`src/rtl/lcd_text_driver_if.sv`:
```
// -----------------------------------------------------------------------------
// lcd_text_driver_if
// Bundles the sequencer/character-write inputs and the LCD pin outputs of
// lcd_text_driver.
//   master : drives state, cnt, wr_en, wr_addr, wr_data, commit;
//            observes lcd_e, lcd_rs, lcd_rw, lcd_data, frame_done
//   slave  : the driver itself (mirror image of master)
// -----------------------------------------------------------------------------
interface lcd_text_driver_if;
   logic [2:0] state;       // sequencer phase
   logic [8:0] cnt;         // sequencer phase counter
   logic       wr_en;       // character write strobe
   logic [4:0] wr_addr;     // character cell 0..31
   logic [7:0] wr_data;     // ASCII code
   logic       commit;      // double-buffer swap request
   logic       lcd_e;       // LCD enable strobe
   logic       lcd_rs;      // 0 = command, 1 = data
   logic       lcd_rw;      // always write
   logic [7:0] lcd_data;    // LCD data bus
   logic       frame_done;  // pulse with the last line-2 character

   modport master (
      output state, cnt, wr_en, wr_addr, wr_data, commit,
      input  lcd_e, lcd_rs, lcd_rw, lcd_data, frame_done
   );

   modport slave (
      input  state, cnt, wr_en, wr_addr, wr_data, commit,
      output lcd_e, lcd_rs, lcd_rw, lcd_data, frame_done
   );
endinterface

```
`src/rtl/lcd_text_driver.sv`:
```
// -----------------------------------------------------------------------------
// lcd_text_driver
// Turns an external LCD sequencer phase (state/cnt) into registered HD44780
// style pin values, serving two 16-character lines from a 32x8 character
// buffer.
//   clk : rising-edge clock
//   rst : asynchronous, active-high reset (outputs to 0, buffer to spaces)
//   bus : lcd_text_driver_if.slave - sequencer inputs, character write port,
//         LCD pins and frame_done
// Optional build macro LCD_DBUF_EN: writes go to a back buffer that is copied
// to the displayed front buffer at the first delay_t (cnt==0) after commit.
// -----------------------------------------------------------------------------
module lcd_text_driver (
   input  logic               clk,
   input  logic               rst,
   lcd_text_driver_if.slave   bus
);

   typedef enum logic [2:0] {
      ST_DELAY   = 3'b000,
      ST_FUNC    = 3'b001,
      ST_ENTRY   = 3'b010,
      ST_DISP    = 3'b011,
      ST_LINE1   = 3'b100,
      ST_LINE2   = 3'b101,
      ST_DELAY_T = 3'b110,
      ST_CLEAR   = 3'b111
   } phase_t;

   phase_t phase;
   assign phase = phase_t'(bus.state);

   // Displayed character cells
   logic [7:0] front_reg [32];

`ifdef LCD_DBUF_EN
   logic [7:0] back_reg [32];
   logic       pending_reg;
   logic       swap;

   assign swap = (phase == ST_DELAY_T) && (bus.cnt == 9'd0) && pending_reg;

   // A commit arriving on the swap edge itself survives for the next delay_t.
   always_ff @(posedge clk or posedge rst) begin
      if (rst)
         pending_reg <= 1'b0;
      else if (swap)
         pending_reg <= bus.commit;
      else
         pending_reg <= pending_reg | bus.commit;
   end

   generate
      for (genvar gi = 0; gi < 32; gi++) begin : g_cell
         always_ff @(posedge clk or posedge rst) begin
            if (rst)
               back_reg[gi] <= 8'h20;
            else if (bus.wr_en && bus.wr_addr == 5'(gi))
               back_reg[gi] <= bus.wr_data;
         end

         // Front takes the back value from before this edge's write.
         always_ff @(posedge clk or posedge rst) begin
            if (rst)
               front_reg[gi] <= 8'h20;
            else if (swap)
               front_reg[gi] <= back_reg[gi];
         end
      end
   endgenerate
`else
   logic unused_commit;
   assign unused_commit = bus.commit;

   generate
      for (genvar gi = 0; gi < 32; gi++) begin : g_cell
         always_ff @(posedge clk or posedge rst) begin
            if (rst)
               front_reg[gi] <= 8'h20;
            else if (bus.wr_en && bus.wr_addr == 5'(gi))
               front_reg[gi] <= bus.wr_data;
         end
      end
   endgenerate
`endif

   // Cell addressed by the current line phase: line select in bit 4,
   // cnt-1 in the low nibble (only used for cnt 1..16).
   logic [3:0] rd_low;
   logic [4:0] rd_addr;
   assign rd_low  = bus.cnt[3:0] - 4'd1;
   assign rd_addr = {phase == ST_LINE2, rd_low};

   logic       e_next, rs_next, fd_next;
   logic [7:0] data_next;
   logic [7:0] cmd_byte;

   always_comb begin
      cmd_byte = 8'h00;
      case (phase)
         ST_FUNC:  cmd_byte = 8'h38;
         ST_ENTRY: cmd_byte = 8'h06;
         ST_DISP:  cmd_byte = 8'h0C;
         ST_CLEAR: cmd_byte = 8'h01;
         default:  cmd_byte = 8'h00;
      endcase
   end

   always_comb begin
      e_next    = 1'b0;
      rs_next   = 1'b0;
      data_next = 8'h00;
      fd_next   = 1'b0;
      case (phase)
         ST_FUNC, ST_ENTRY, ST_DISP, ST_CLEAR: begin
            if (bus.cnt <= 9'd400) begin
               data_next = cmd_byte;
               e_next    = (bus.cnt == 9'd1);
            end
         end
         ST_LINE1, ST_LINE2: begin
            if (bus.cnt == 9'd0) begin
               e_next    = 1'b1;
               data_next = (phase == ST_LINE2) ? 8'hC0 : 8'h80;
            end else if (bus.cnt <= 9'd16) begin
               e_next    = 1'b1;
               rs_next   = 1'b1;
               // Read before this edge's write lands: same-cell write shows old data.
               data_next = front_reg[rd_addr];
            end
            fd_next = (phase == ST_LINE2) && (bus.cnt == 9'd16);
         end
         default: ;
      endcase
   end

   logic       e_reg, rs_reg, fd_reg;
   logic [7:0] data_reg;

   always_ff @(posedge clk or posedge rst) begin
      if (rst) begin
         e_reg    <= 1'b0;
         rs_reg   <= 1'b0;
         data_reg <= 8'h00;
         fd_reg   <= 1'b0;
      end else begin
         e_reg    <= e_next;
         rs_reg   <= rs_next;
         data_reg <= data_next;
         fd_reg   <= fd_next;
      end
   end

   assign bus.lcd_e      = e_reg;
   assign bus.lcd_rs     = rs_reg;
   assign bus.lcd_rw     = 1'b0;
   assign bus.lcd_data   = data_reg;
   assign bus.frame_done = fd_reg;

endmodule

```
`src/flat_wrapper.sv`:
```
// flat-port wrapper written by rule: the top's interface ports become plain ports
module lcd_text_driver_flat 
  (clk, rst, bus_state, bus_cnt, bus_wr_en, bus_wr_addr, bus_wr_data, bus_commit, bus_lcd_e, bus_lcd_rs, bus_lcd_rw, bus_lcd_data, bus_frame_done);
  lcd_text_driver_if bus_i ();
  input  logic clk;
  input  logic rst;
  input wire logic [$bits(bus_i.state)-1:0] bus_state;
  input wire logic [$bits(bus_i.cnt)-1:0] bus_cnt;
  input wire logic [$bits(bus_i.wr_en)-1:0] bus_wr_en;
  input wire logic [$bits(bus_i.wr_addr)-1:0] bus_wr_addr;
  input wire logic [$bits(bus_i.wr_data)-1:0] bus_wr_data;
  input wire logic [$bits(bus_i.commit)-1:0] bus_commit;
  output wire logic [$bits(bus_i.lcd_e)-1:0] bus_lcd_e;
  output wire logic [$bits(bus_i.lcd_rs)-1:0] bus_lcd_rs;
  output wire logic [$bits(bus_i.lcd_rw)-1:0] bus_lcd_rw;
  output wire logic [$bits(bus_i.lcd_data)-1:0] bus_lcd_data;
  output wire logic [$bits(bus_i.frame_done)-1:0] bus_frame_done;
  assign bus_i.state = bus_state;
  assign bus_i.cnt = bus_cnt;
  assign bus_i.wr_en = bus_wr_en;
  assign bus_i.wr_addr = bus_wr_addr;
  assign bus_i.wr_data = bus_wr_data;
  assign bus_i.commit = bus_commit;
  assign bus_lcd_e = bus_i.lcd_e;
  assign bus_lcd_rs = bus_i.lcd_rs;
  assign bus_lcd_rw = bus_i.lcd_rw;
  assign bus_lcd_data = bus_i.lcd_data;
  assign bus_frame_done = bus_i.frame_done;
  lcd_text_driver u_core (.clk(clk), .rst(rst), .bus(bus_i));
endmodule
```
`config.mk`:
```
export PLATFORM = sky130hd
export DESIGN_NAME = lcd_text_driver_flat
export DESIGN_NICKNAME = d
export VERILOG_FILES = /design/src/rtl/lcd_text_driver_if.sv /design/src/rtl/lcd_text_driver.sv /design/src/flat_wrapper.sv
export SDC_FILE = /design/constraint.sdc
export NUM_CORES = 1
export LEC_CHECK = 0
export CAP_MARGIN = 20
export CORE_ASPECT_RATIO = 1.4
export CORE_MARGIN = 3
export CORE_UTILIZATION = 40
export DETAILED_ROUTE_END_ITERATION = 10
export PLACE_DENSITY = 0.52
export SYNTH_ARGS = -nofsm -noshare
export SYNTH_HDL_FRONTEND = slang
export SYNTH_SLANG_ARGS = --single-unit
```
`constraint.sdc`:
```
create_clock -name clk -period 17.67 [get_ports clk]
set_input_delay 3.534 -clock clk [delete_from_list [all_inputs] [get_ports clk]]
set_output_delay 3.534 -clock clk [all_outputs]
set_load 0.05 [all_outputs]
```
==> results.toml <==
[outcome]
status = "complete, no violations"

[yosys]
async_flop_share_pct = 100
synth_cell_types = 60
ys_ff_latch = 267
yosysTopAreaCell = "dfrtp_1"
netlist.area_leader.share_pct = 46.9
syn_inst = 810
synth_area_per_cell_sq_um = 15.5
synth.area.top_cells = "dfrtp_1, mux2_2, mux4_2"
seq_area_frac_synth_pct = 53.6
synth-edff-count = 0
synth_nets = 841
synth_flop_cell = "dfrtp_1"
synthesis.area_sq_mm = 0.0125
ys_warn_count = 0

[worst_setup_path]
worstPathRequired_ns = 18.08
worstSetupStartpointType = "input port"
worstReg2RegStart = "u_core.front_reg[255]$_DFFE_PP0P_"
critPathMaxFanout = 41
end_kind = "flop"
cp-startpoint = "bus_cnt[0]"
ff2ff_setup_slack_ns = 15.59
critPathKind = "in2reg"
cp.arrival_ns = 7.00

[cells_and_area]
nFillCells = 2786
drive_gt1_share_pct = 50.4
diodes = 0
multi_input_area_sq_mm = 0.00548
final_area_sq_mm = 0.0143
syn2layout_area_growth_pct = 14.2
fin_nets = 864
largest_register_ffs = 256
regArea_sq_mm = 0.00672

[placement]
gp_congestion = 0.807
place_area_sq_mm = 0.0132
port_buffers = 38
dp_hpwl_mm = 20.1

[power]
ir_drop_mv = 0.0719
p_leak_nw = 6.15
swShare_pct = 24.4
switchingPower_w = 0.000421
power_density_mw_per_mm2 = 120
seq_power_share_pct = 45.9
combPwrFrac_pct = 17.1
p_int_w = 0.00130
clockPowerShare_pct = 37.1

[sta]
finalSetupTns_ns = 0
worstMarginPinSlew_ns = 0.971
fmax_mhz = 152
final.setup_skew_ns = 0.0104
relSlewSlack_pct = 35.1
finalSetupViolations = 0
rsz0062_at_grt = "no"
finalMaxSlewViolations = 0
post-route-min-period_ns = 6.59
finalHoldViolations = 0
post-route-period-util_pct = 37.3

[floorplan]
num_rows = 76
pin_count = 41
fp.dieH_microns = 216
start_util_pct = 40.7
core_area_sq_mm = 0.0308
dieArea_sq_mm = 0.0336
fp.dieW_microns = 156

[clock_tree]
htree_num_levels = 1
clockBufferDepth = 3
clk_pin_slew_worst_paths_ns = 0.06
cts.sinks = 267
cts_resized = 0
ctsRootBufferMaster = "clkbuf_16"
cts_tree = "done"
clock_latency_ns = 0.54
cts_buffers = 28
holdBufCountCts = 0
post-cts-setup-buffers = 0

[routing]
viasPerCell = 5.63
routedWlPerCell_microns = 24.4
drt_iter0_drc = 313
routed_wl_mm = 30.4
dr.pass1.iters = 4
drc = 0
detail-route-antenna-nets = 0
vias = 7007

[hold_path]
hp-class = "reg2reg"
worstHoldStart = "u_core.front_reg[198]$_DFFE_PP0P_"

[global_routing]
overflow = 0
gr-usage-all-layers_pct = 18.6
grt_pass1_wl_mm = 47.8
grt_antenna_before_repair = 1
grt_pass1_vias = 7875
grt_max_degree = 150

[job]
drv_cap = 0
==> worst paths after layout <==
path	to	cells past startpoint
worst max register to register	u_core.bus.lcd_data[7]$_DFF_PP0_	5
worst min register to register	u_core.front_reg[198]$_DFFE_PP0P_	1
worst max-delay path	u_core.bus.lcd_data[7]$_DFF_PP0_	9
min in group asynchronous	u_core.front_reg[51]$_DFFE_PP0P_	2
max in group asynchronous	u_core.front_reg[150]$_DFFE_PP0P_	4
worst min-delay path	u_core.front_reg[198]$_DFFE_PP0P_	1
==> per-layer routing <==
metal	track usage, %	routed length, microns	vias to the layer above
met3	2.51	1060	41
li1	-	-	3068
met2	32.9	15900	135
met5	0	13	-
met4	5.93	941	2
met1	23.6	12400	3761
==> cells in the final DEF, fill, tap and decap left out, types with 2 or more instances in the layout <==
master / instances
mux4_2: 65
o22ai_1: 7
clkdlybuf4s50_1: 36
a211oi_1: 3
mux2i_1: 2
clkinv_2: 6
o21ai_1: 2
dfstp_2: 32
nand4_1: 6
and2_0: 2
xor2_4: 2
nor3_2: 3
a311o_1: 2
nand3_1: 3
or4_1: 2
inv_1: 5
and2_1: 6
mux2_1: 18
nand3b_1: 2
mux2_2: 250
nand2b_1: 7
clkbuf_16: 29
nor2_1: 21
a2111oi_0: 5
dfrtp_1: 235
mux4_1: 2
nor3_1: 4
clkbuf_1: 4
nand2_1: 29
nor2b_1: 3
buf_4: 11
buf_16: 4
clkbuf_8: 6
bufinv_16: 5
o31ai_1: 3
==> area by class of cell <==
class	count	share of cell area (%)
flip-flops and latches	267	46.9
clock inverters	13	1.42
multi-input cells	475	38.2
well taps	390	3.41
inverters	7	0.236
repair buffers	54	4.03
clock buffers	39	5.75
==> cells by family after synthesis <==
family,share of synthesized area [%]
xor gates and xnor gates,0.508
AOI/OAI and AO/OA,1.95
buffers and inverters,2.87
and+or+nand+nor,4.51
other,0.0299
muxes,36.3
DFF,53.6
adders and majority gates,0.279
==> stage by stage <==
| stage | hold slack [ns] | utilization [%] | worst slack [ns] | instances | total power [W] |
|---|---|---|---|---|---|
| floorplan | 0.453 | - | 6.84 | 810 | 0.00101 |
| detailed placement | 0.480 | 42.8 | 10.40 | 1187 | 0.00110 |
| finish | 0.489 | 46.5 | 11.08 | 1245 | 0.00172 |
| CTS | 0.493 | 46.1 | 10.99 | 1239 | 0.00175 |
| global route | 0.506 | 46.5 | 10.79 | 1245 | 0.00181 |
| global placement | 0.463 | 42.8 | 10.40 | 1187 | 0.00107 |
==> worst max-delay path, cell delays in order <==
cell and delay [ns]:
buf_4 0.50, inv_2 0.12, ha_4 0.63, buf_4 0.67, mux4_2 0.46, and2_0 0.18
a2111oi_0 0.48, a311o_1 0.28, o32ai_2 0.12
==> synth_stat cells, types with 2 or more instances <==
library cell and number:
and2_1 6, nand2b_1 7, a311o_1 2, nand2_1 29
mux2i_1 2, xor2_4 2, a2111oi_0 5, o31ai_1 3
mux4_2 65, nand3_1 3, and2_0 2, buf_4 6
o21ai_1 2, nand3b_1 2, dfrtp_1 235, buf_6 7
nor3_1 4, nor2_1 21, mux2_2 250, nor3_2 3
o22ai_1 7, nor2b_1 3, ha_1 2, or4_1 2
mux2_1 18, mux4_1 2, clkbuf_1 33, a211oi_1 3
dfstp_2 32, nand4_1 6, buf_2 11, inv_1 6
clkbuf_2 2
==> power by group through the flow <==
| stage | Combinational, W | Clock [W] | Sequential (W) |
|---|---|---|---|
| 5_1_grt | 0.000318 | 0.000685 | 0.000806 |
| 6_report | 0.000294 | 0.000639 | 0.000792 |
| 4_1_cts | 0.000297 | 0.000659 | 0.000792 |
| 3_5_place_dp | 0.000297 | 0 | 0.000803 |
| 2_1_floorplan | 0.000222 | 0 | 0.000784 |
| 3_3_place_gp | 0.000285 | 0 | 0.000788 |
Power figures use the tool's default switching activity.
